<file path="config.mk">
export PLATFORM = sky130hd
export DESIGN_NAME = square_motion_ctrl
export DESIGN_NICKNAME = d
export VERILOG_FILES = /design/src/rtl/square_motion_ctrl.sv
export SDC_FILE = /design/constraint.sdc
export NUM_CORES = 1
export LEC_CHECK = 0
export ABC_AREA = 1
export CORE_MARGIN = 5
export CORE_UTILIZATION = 57
export DETAILED_ROUTE_END_ITERATION = 7
export PLACE_DENSITY_LB_ADDON = 0.2
export SLEW_MARGIN = 30
export SYNTH_ARGS = -nofsm -noshare
export SYNTH_HDL_FRONTEND = slang
export SYNTH_SLANG_ARGS = --single-unit
export TNS_END_PERCENT = 1
</file>
<file path="constraint.sdc">
create_clock -name clk -period 6.6 [get_ports clk]
set_clock_uncertainty 0.2 [all_clocks]
set_input_delay 1.32 -clock clk [delete_from_list [all_inputs] [get_ports clk]]
set_output_delay 1.32 -clock clk [all_outputs]
set_load 0.02 [all_outputs]
</file>
<file path="src/rtl/square_motion_ctrl.sv">
`default_nettype none
// ============================================================================
// Module      : square_motion_ctrl
// Description : Sequences a moving square on the VGA framebuffer plot port.
//               Each frame tick erases the square at its old position,
//               moves it by SPEED pixels in the latched direction (clamped to
//               the screen edges) and redraws it at the new position.
// Revision    : 1.0 - initial release
// ============================================================================
module square_motion_ctrl #(
    parameter int         WIDTH     = 640,
    parameter int         HEIGHT    = 480,
    parameter int         SIZE      = 4,
    parameter int         SPEED     = 2,
    parameter int         START_X   = 0,
    parameter int         START_Y   = 0,
    parameter logic [8:0] FG_COLOUR = 9'b111_000_000,
    parameter logic [8:0] BG_COLOUR = 9'b000_000_000
) (
    input  logic       clk,
    input  logic       reset,
    input  logic       enable,
    input  logic       frame_tick,
    input  logic [1:0] dir,
    input  logic       plot_ready,
    output logic       plot_valid,
    output logic [9:0] plot_x,
    output logic [8:0] plot_y,
    output logic [8:0] plot_colour,
    output logic       busy,
    output logic       frame_done,
    output logic [9:0] pos_x,
    output logic [8:0] pos_y,
    output logic [7:0] missed_frames
);

    // Pixel counters cover 0..15 (SIZE up to 16).
    localparam int          c_CNT_W   = 5;
    localparam logic [c_CNT_W-1:0] c_LAST = c_CNT_W'(SIZE - 1);

    localparam logic [1:0]  c_ST_DRAW  = 2'd0;
    localparam logic [1:0]  c_ST_WAIT  = 2'd1;
    localparam logic [1:0]  c_ST_ERASE = 2'd2;
    localparam logic [1:0]  c_ST_MOVE  = 2'd3;

    localparam logic [1:0]  c_DIR_RIGHT = 2'd0;
    localparam logic [1:0]  c_DIR_DOWN  = 2'd1;
    localparam logic [1:0]  c_DIR_LEFT  = 2'd2;

    // Position arithmetic is one bit wider than the position registers so
    // the sum can never wrap before it is clamped.
    localparam logic [10:0] c_MAX_X   = 11'(WIDTH - SIZE);
    localparam logic [9:0]  c_MAX_Y   = 10'(HEIGHT - SIZE);
    localparam logic [10:0] c_SPEED_X = 11'(SPEED);
    localparam logic [9:0]  c_SPEED_Y = 10'(SPEED);

    logic [1:0]         state_q, state_d;
    logic [c_CNT_W-1:0] cx_q, cx_d;
    logic [c_CNT_W-1:0] cy_q, cy_d;
    logic [9:0]         pos_x_q, pos_x_d;
    logic [8:0]         pos_y_q, pos_y_d;
    logic [1:0]         dir_q, dir_d;
    logic               pending_q, pending_d;
    logic [7:0]         missed_frames_q, missed_frames_d;
    logic               frame_done_q, frame_done_d;

    logic               w_walking;
    logic               w_xfer;
    logic               w_last_col;
    logic               w_last_pix;
    logic [10:0]        w_sum_x;
    logic [10:0]        w_dif_x;
    logic [9:0]         w_sum_y;
    logic [9:0]         w_dif_y;

    assign w_walking  = (state_q == c_ST_DRAW) || (state_q == c_ST_ERASE);
    assign w_xfer     = w_walking && plot_ready;
    assign w_last_col = (cx_q == c_LAST);
    assign w_last_pix = w_last_col && (cy_q == c_LAST);

    assign w_sum_x = {1'b0, pos_x_q} + c_SPEED_X;
    assign w_dif_x = {1'b0, pos_x_q} - c_SPEED_X;
    assign w_sum_y = {1'b0, pos_y_q} + c_SPEED_Y;
    assign w_dif_y = {1'b0, pos_y_q} - c_SPEED_Y;

    // Pixel address and colour come straight from registered state, so they
    // stay frozen for as long as the adapter stalls a request.
    assign plot_valid    = w_walking;
    assign plot_x        = pos_x_q + {{(10 - c_CNT_W){1'b0}}, cx_q};
    assign plot_y        = pos_y_q + {{(9 - c_CNT_W){1'b0}}, cy_q};
    assign plot_colour   = (state_q == c_ST_DRAW) ? FG_COLOUR : BG_COLOUR;
    assign busy          = (state_q != c_ST_WAIT);
    assign frame_done    = frame_done_q;
    assign pos_x         = pos_x_q;
    assign pos_y         = pos_y_q;
    assign missed_frames = missed_frames_q;

    // Next-state logic: pixel walk, tick buffering and clamped move.
    always_comb begin
        state_d         = state_q;
        cx_d            = cx_q;
        cy_d            = cy_q;
        pos_x_d         = pos_x_q;
        pos_y_d         = pos_y_q;
        dir_d           = dir_q;
        pending_d       = pending_q;
        missed_frames_d = missed_frames_q;
        frame_done_d    = 1'b0;

        // One tick can be buffered while busy; further ones are counted.
        if (enable && frame_tick && (state_q != c_ST_WAIT)) begin
            if (!pending_q) begin
                pending_d = 1'b1;
            end else if (missed_frames_q != 8'hFF) begin
                missed_frames_d = missed_frames_q + 8'd1;
            end
        end

        case (state_q)
            c_ST_DRAW, c_ST_ERASE: begin
                if (w_xfer) begin
                    if (w_last_pix) begin
                        cx_d = '0;
                        cy_d = '0;
                        if (state_q == c_ST_DRAW) begin
                            state_d      = c_ST_WAIT;
                            frame_done_d = 1'b1;
                        end else begin
                            state_d = c_ST_MOVE;
                        end
                    end else if (w_last_col) begin
                        cx_d = '0;
                        cy_d = cy_q + 1'b1;
                    end else begin
                        cx_d = cx_q + 1'b1;
                    end
                end
            end
            c_ST_WAIT: begin
                if ((frame_tick || pending_q) && enable) begin
                    dir_d     = dir;
                    pending_d = 1'b0;
                    state_d   = c_ST_ERASE;
                end
            end
            default: begin
                case (dir_q)
                    c_DIR_RIGHT: pos_x_d = (w_sum_x > c_MAX_X) ? c_MAX_X[9:0] : w_sum_x[9:0];
                    c_DIR_DOWN:  pos_y_d = (w_sum_y > c_MAX_Y) ? c_MAX_Y[8:0] : w_sum_y[8:0];
                    c_DIR_LEFT:  pos_x_d = ({1'b0, pos_x_q} < c_SPEED_X) ? '0 : w_dif_x[9:0];
                    default:     pos_y_d = ({1'b0, pos_y_q} < c_SPEED_Y) ? '0 : w_dif_y[8:0];
                endcase
                state_d = c_ST_DRAW;
            end
        endcase
    end

    // State registers; reset restarts the draw at the start position.
    always_ff @(posedge clk or posedge reset) begin
        if (reset) begin
            state_q         <= c_ST_DRAW;
            cx_q            <= '0;
            cy_q            <= '0;
            pos_x_q         <= 10'(START_X);
            pos_y_q         <= 9'(START_Y);
            dir_q           <= '0;
            pending_q       <= 1'b0;
            missed_frames_q <= '0;
            frame_done_q    <= 1'b0;
        end else begin
            state_q         <= state_d;
            cx_q            <= cx_d;
            cy_q            <= cy_d;
            pos_x_q         <= pos_x_d;
            pos_y_q         <= pos_y_d;
            dir_q           <= dir_d;
            pending_q       <= pending_d;
            missed_frames_q <= missed_frames_d;
            frame_done_q    <= frame_done_d;
        end
    end

endmodule
`default_nettype wire

</file>
==> key figures <==
Synthesis
  – Cell taking the most area after synthesis: dfrtp_1
  – Area share of the leading cell type in the synthesized netlist: a little under a third
  – Synth Flop Type: dfrtp_1
  – Top post-synthesis cells by area: dfrtp_1, nand2_1, xor2_1, ha_1, inv_1
  – FFs w/ async S/R, synth: between 90% and 100%
  – Synth Instances: 440
  – Avg Cell Area, Syn: approximately 7.7 µm²
  – Synth warnings: 0
  – Distinct cells, synth: 44
  – Register area share after synthesis: a little under a third
  – Synth Register Bits: a little over 40
  – Mapped Area: between 3000 and 4000 µm²
  – Post-synth EDFFs: 0

Timing
  – RSZ-0062 raised after global routing: false
  – Peak Freq: roughly 240 MHz
  – Slew Limit Fails: 0
  – Final min period: 4170 ps
  – Final hold slack: slightly above 300 ps
  – PnR worst setup slack: 2430 ps
  – Slew margin rel.: about two thirds
  – Worst Tran Pin Value: between 500 and 600 ps
  – Final Hold Fails: 0
  – Final setup viols: 0
  – Setup_tns: 0 ps
  – Final period util: a little over three fifths

Final layout
  – Share of cells above drive strength 1: between 10% and 20%
  – Ant. Diodes: 0
  – Most frequent cells in the layout: nand2_1, clkdlybuf4s50_1, inv_1
  – Final Non-Filler Cells: 570
  – Final Net Count: ~520
  – Layout Area Growth over Synthesis: 19.0%
  – Most common cell after layout, fill and taps aside: nand2_1

Placement
  – Worst slack, placed: 2760 ps
  – IO Port Bufs: between 50 and 60
  – Placed Cells incl. Taps: 562
  – Placer Congestion: around 0.92
  – Post-DP HPWL: 5920 µm

Worst setup path
  – Setup crit start: pos_x[3]$_DFFE_PP0P_
  – CP arrival: approximately 2700 ps
  – Required @ worst endpoint: just over 5000 ps
  – CP startpoint kind: flip-flop
  – Worst r2r path cells: 10
  – FF-to-FF setup slack: roughly 4300 ps
  – Crit-path cells: ha_1, nand2_1, o21a_1, nor3_1, nand3_1, xor2_1, clkdlybuf4s50_1
  – Critical path depth: 7
  – Worst Setup EP: plot_x[9]
  – Setup CP Type: flip-flop to primary output
  – CP max FO: 9
  – Slowest cell on the critical path: clkdlybuf4s50_1
  – Worst setup EP type: primary output
  – Crit-path leading delay family: buffers and inverters
  – R2R Path Start: state_q[0]$_DFFE_PP0P_
  – CP max stage delay: around 620 ps
  – Buf+Inv Stages, Crit Path: 1
  – Reg-to-reg endpoint: cy_q[4]$_DFFE_PP0P_

Global routing
  – Total global routing overflow: 0
  – Global-route wire length before repair: 13200 µm
  – Largest net degree at the start of global routing: 42
  – GRT Util Overall: between 20% and 30%
  – Number of global-route vias before repair: between 3000 and 4000
  – Initial antenna violation count: 0

CTS
  – # hold bufs at CTS: 0
  – Clock latency on the worst-skew pair: around 300 ps
  – Post-CTS resize count: 0
  – CTS tree: yes
  – Clock buffer depth: 2
  – Clk sinks: 41
  – H-tree depth: 2
  – Root Buffer: clkbuf_8
  – Cts bufs inserted: 5
  – Clk slew on worst S/H paths: ~90 ps
  – Post-CTS setup buffers: 0

Run status
  – Outcome: complete, no violations

Detailed routing
  – Vias post-DR: roughly 3000
  – Drt total wl: 7580 µm
  – Wire length per cell: ~13 µm
  – DRC marker count from the first detailed-route iteration: 137
  – Drt drc: 0
  – DR vias/cell: about 5.3
  – DRT antenna net count: 0
  – 1st-pass router iterations: 6

Flow run
  – Max-cap viol count: 0

Floorplanning
  – IO Count: 65
  – Initial core utilization: 57.9%
  – Die Span Y: approximately 87 µm
  – Die span in x: about 87 µm
  – Num rows: 28
  – Total die area: roughly 7500 µm²
  – Core outline area: 5820 µm²

Hold path
  – Min-Delay Path Class: flip-flop to flip-flop

Power and ir drop
  – PD cells: about 220 nW/µm²
  – Static Leakage: slightly below 2 nW
  – Pwr Total: 0.897 mW
  – Peak VDD IR: approximately 0.0002 V
==> synthesized netlist by cell type, types with 2 or more instances <==
cell type	number
nand2_1	71
inv_1	55
nor2_1	46
dfrtp_1	41
xor2_1	29
nand3_1	25
a21oi_1	19
ha_1	19
buf_4	16
o21ai_0	16
nand2_2	11
a21oi_2	10
inv_2	9
nand4_1	8
nor2_2	8
xnor2_1	8
nor3_1	5
nand3_2	4
nor3_2	4
a22oi_1	3
a31oi_1	3
buf_6	2
clkinv_1	2
fa_1	2
nand2_4	2
o211ai_1	2
o21ai_1	2
or2_2	2
==> sequential cells by signal (all words and copies together) (netlist names) <==
signal / cells
missed_frames: 8
state_q: 2
cy_q: 5
pos_x: 9
pending_q: 1
frame_done: 1
dir_q: 2
cx_q: 5
pos_y: 8
==> final cells by class <==
cell class                 count  area (µm²)
clock buffer                   5        68.8
fill                         504        1810
tap                           75        93.8
clock inverter                 3        21.3
timing repair buffer          57         568
multi-input combinational    323        1980
inverter                      66         248
sequential                    41        1030
==> through the flow <==
stage	area (µm²)	utilization, %
2_1_floorplan	3400	-
3_3_place_gp	3920	67.4
3_5_place_dp	3920	67.4
4_1_cts	4010	68.9
5_1_grt	4010	68.9
6_report	4010	68.9
==> worst register-to-register path, stage by stage (launching register included) <==
cell,delay (ps)
dfrtp_1,440
inv_1,110
ha_1,260
nor2_1,100
nor2_1,280
inv_2,90
nor2_2,200
inv_1,130
nor3_2,180
nand2_1,90
xor2_1,150
==> power breakdown <==
group	switching [mW]	internal (mW)	total, mW
clock network	0.0975	0.0752	0.173
logic	0.199	0.165	0.364
registers	0.0612	0.300	0.361
==> worst min-delay path by stage <==
stage	start	to	cells after the start
finish	missed_frames[7]$_DFFE_PP0P_	missed_frames[7]$_DFFE_PP0P_	1
global route	missed_frames[7]$_DFFE_PP0P_	missed_frames[7]$_DFFE_PP0P_	1
CTS	missed_frames[7]$_DFFE_PP0P_	missed_frames[7]$_DFFE_PP0P_	1
detailed placement	missed_frames[7]$_DFFE_PP0P_	missed_frames[7]$_DFFE_PP0P_	1
global placement	missed_frames[7]$_DFFE_PP0P_	missed_frames[7]$_DFFE_PP0P_	1
floorplan	cx_q[4]$_DFFE_PP0P_	cx_q[4]$_DFFE_PP0P_	1
==> routing by layer <==
layer / global-route usage [%] / wire length (µm)
met1: 26.2 / 3150
met2: 38.3 / 3930
met3: 4.82 / 425
met4: 5.38 / 80
met5: 0 / 0
==> cells by family (layout without fill, tap and decap cells) <==
group / count (synthesis) / count (layout) / synth area share (%)
buffers and inverters: 85 / 131 / 11.7
xor gates and xnor gates: 37 / 37 / 9.62
and+or+nand+nor: 191 / 191 / 27.7
muxes: 1 / 1 / 0.334
AOI/OAI and AO/OA: 63 / 63 / 11.9
adders and majority gates: 21 / 21 / 8.25
other: 1 / 10 / 0.111
DFF: 41 / 41 / 30.5
(Power assumes the default switching activity.)
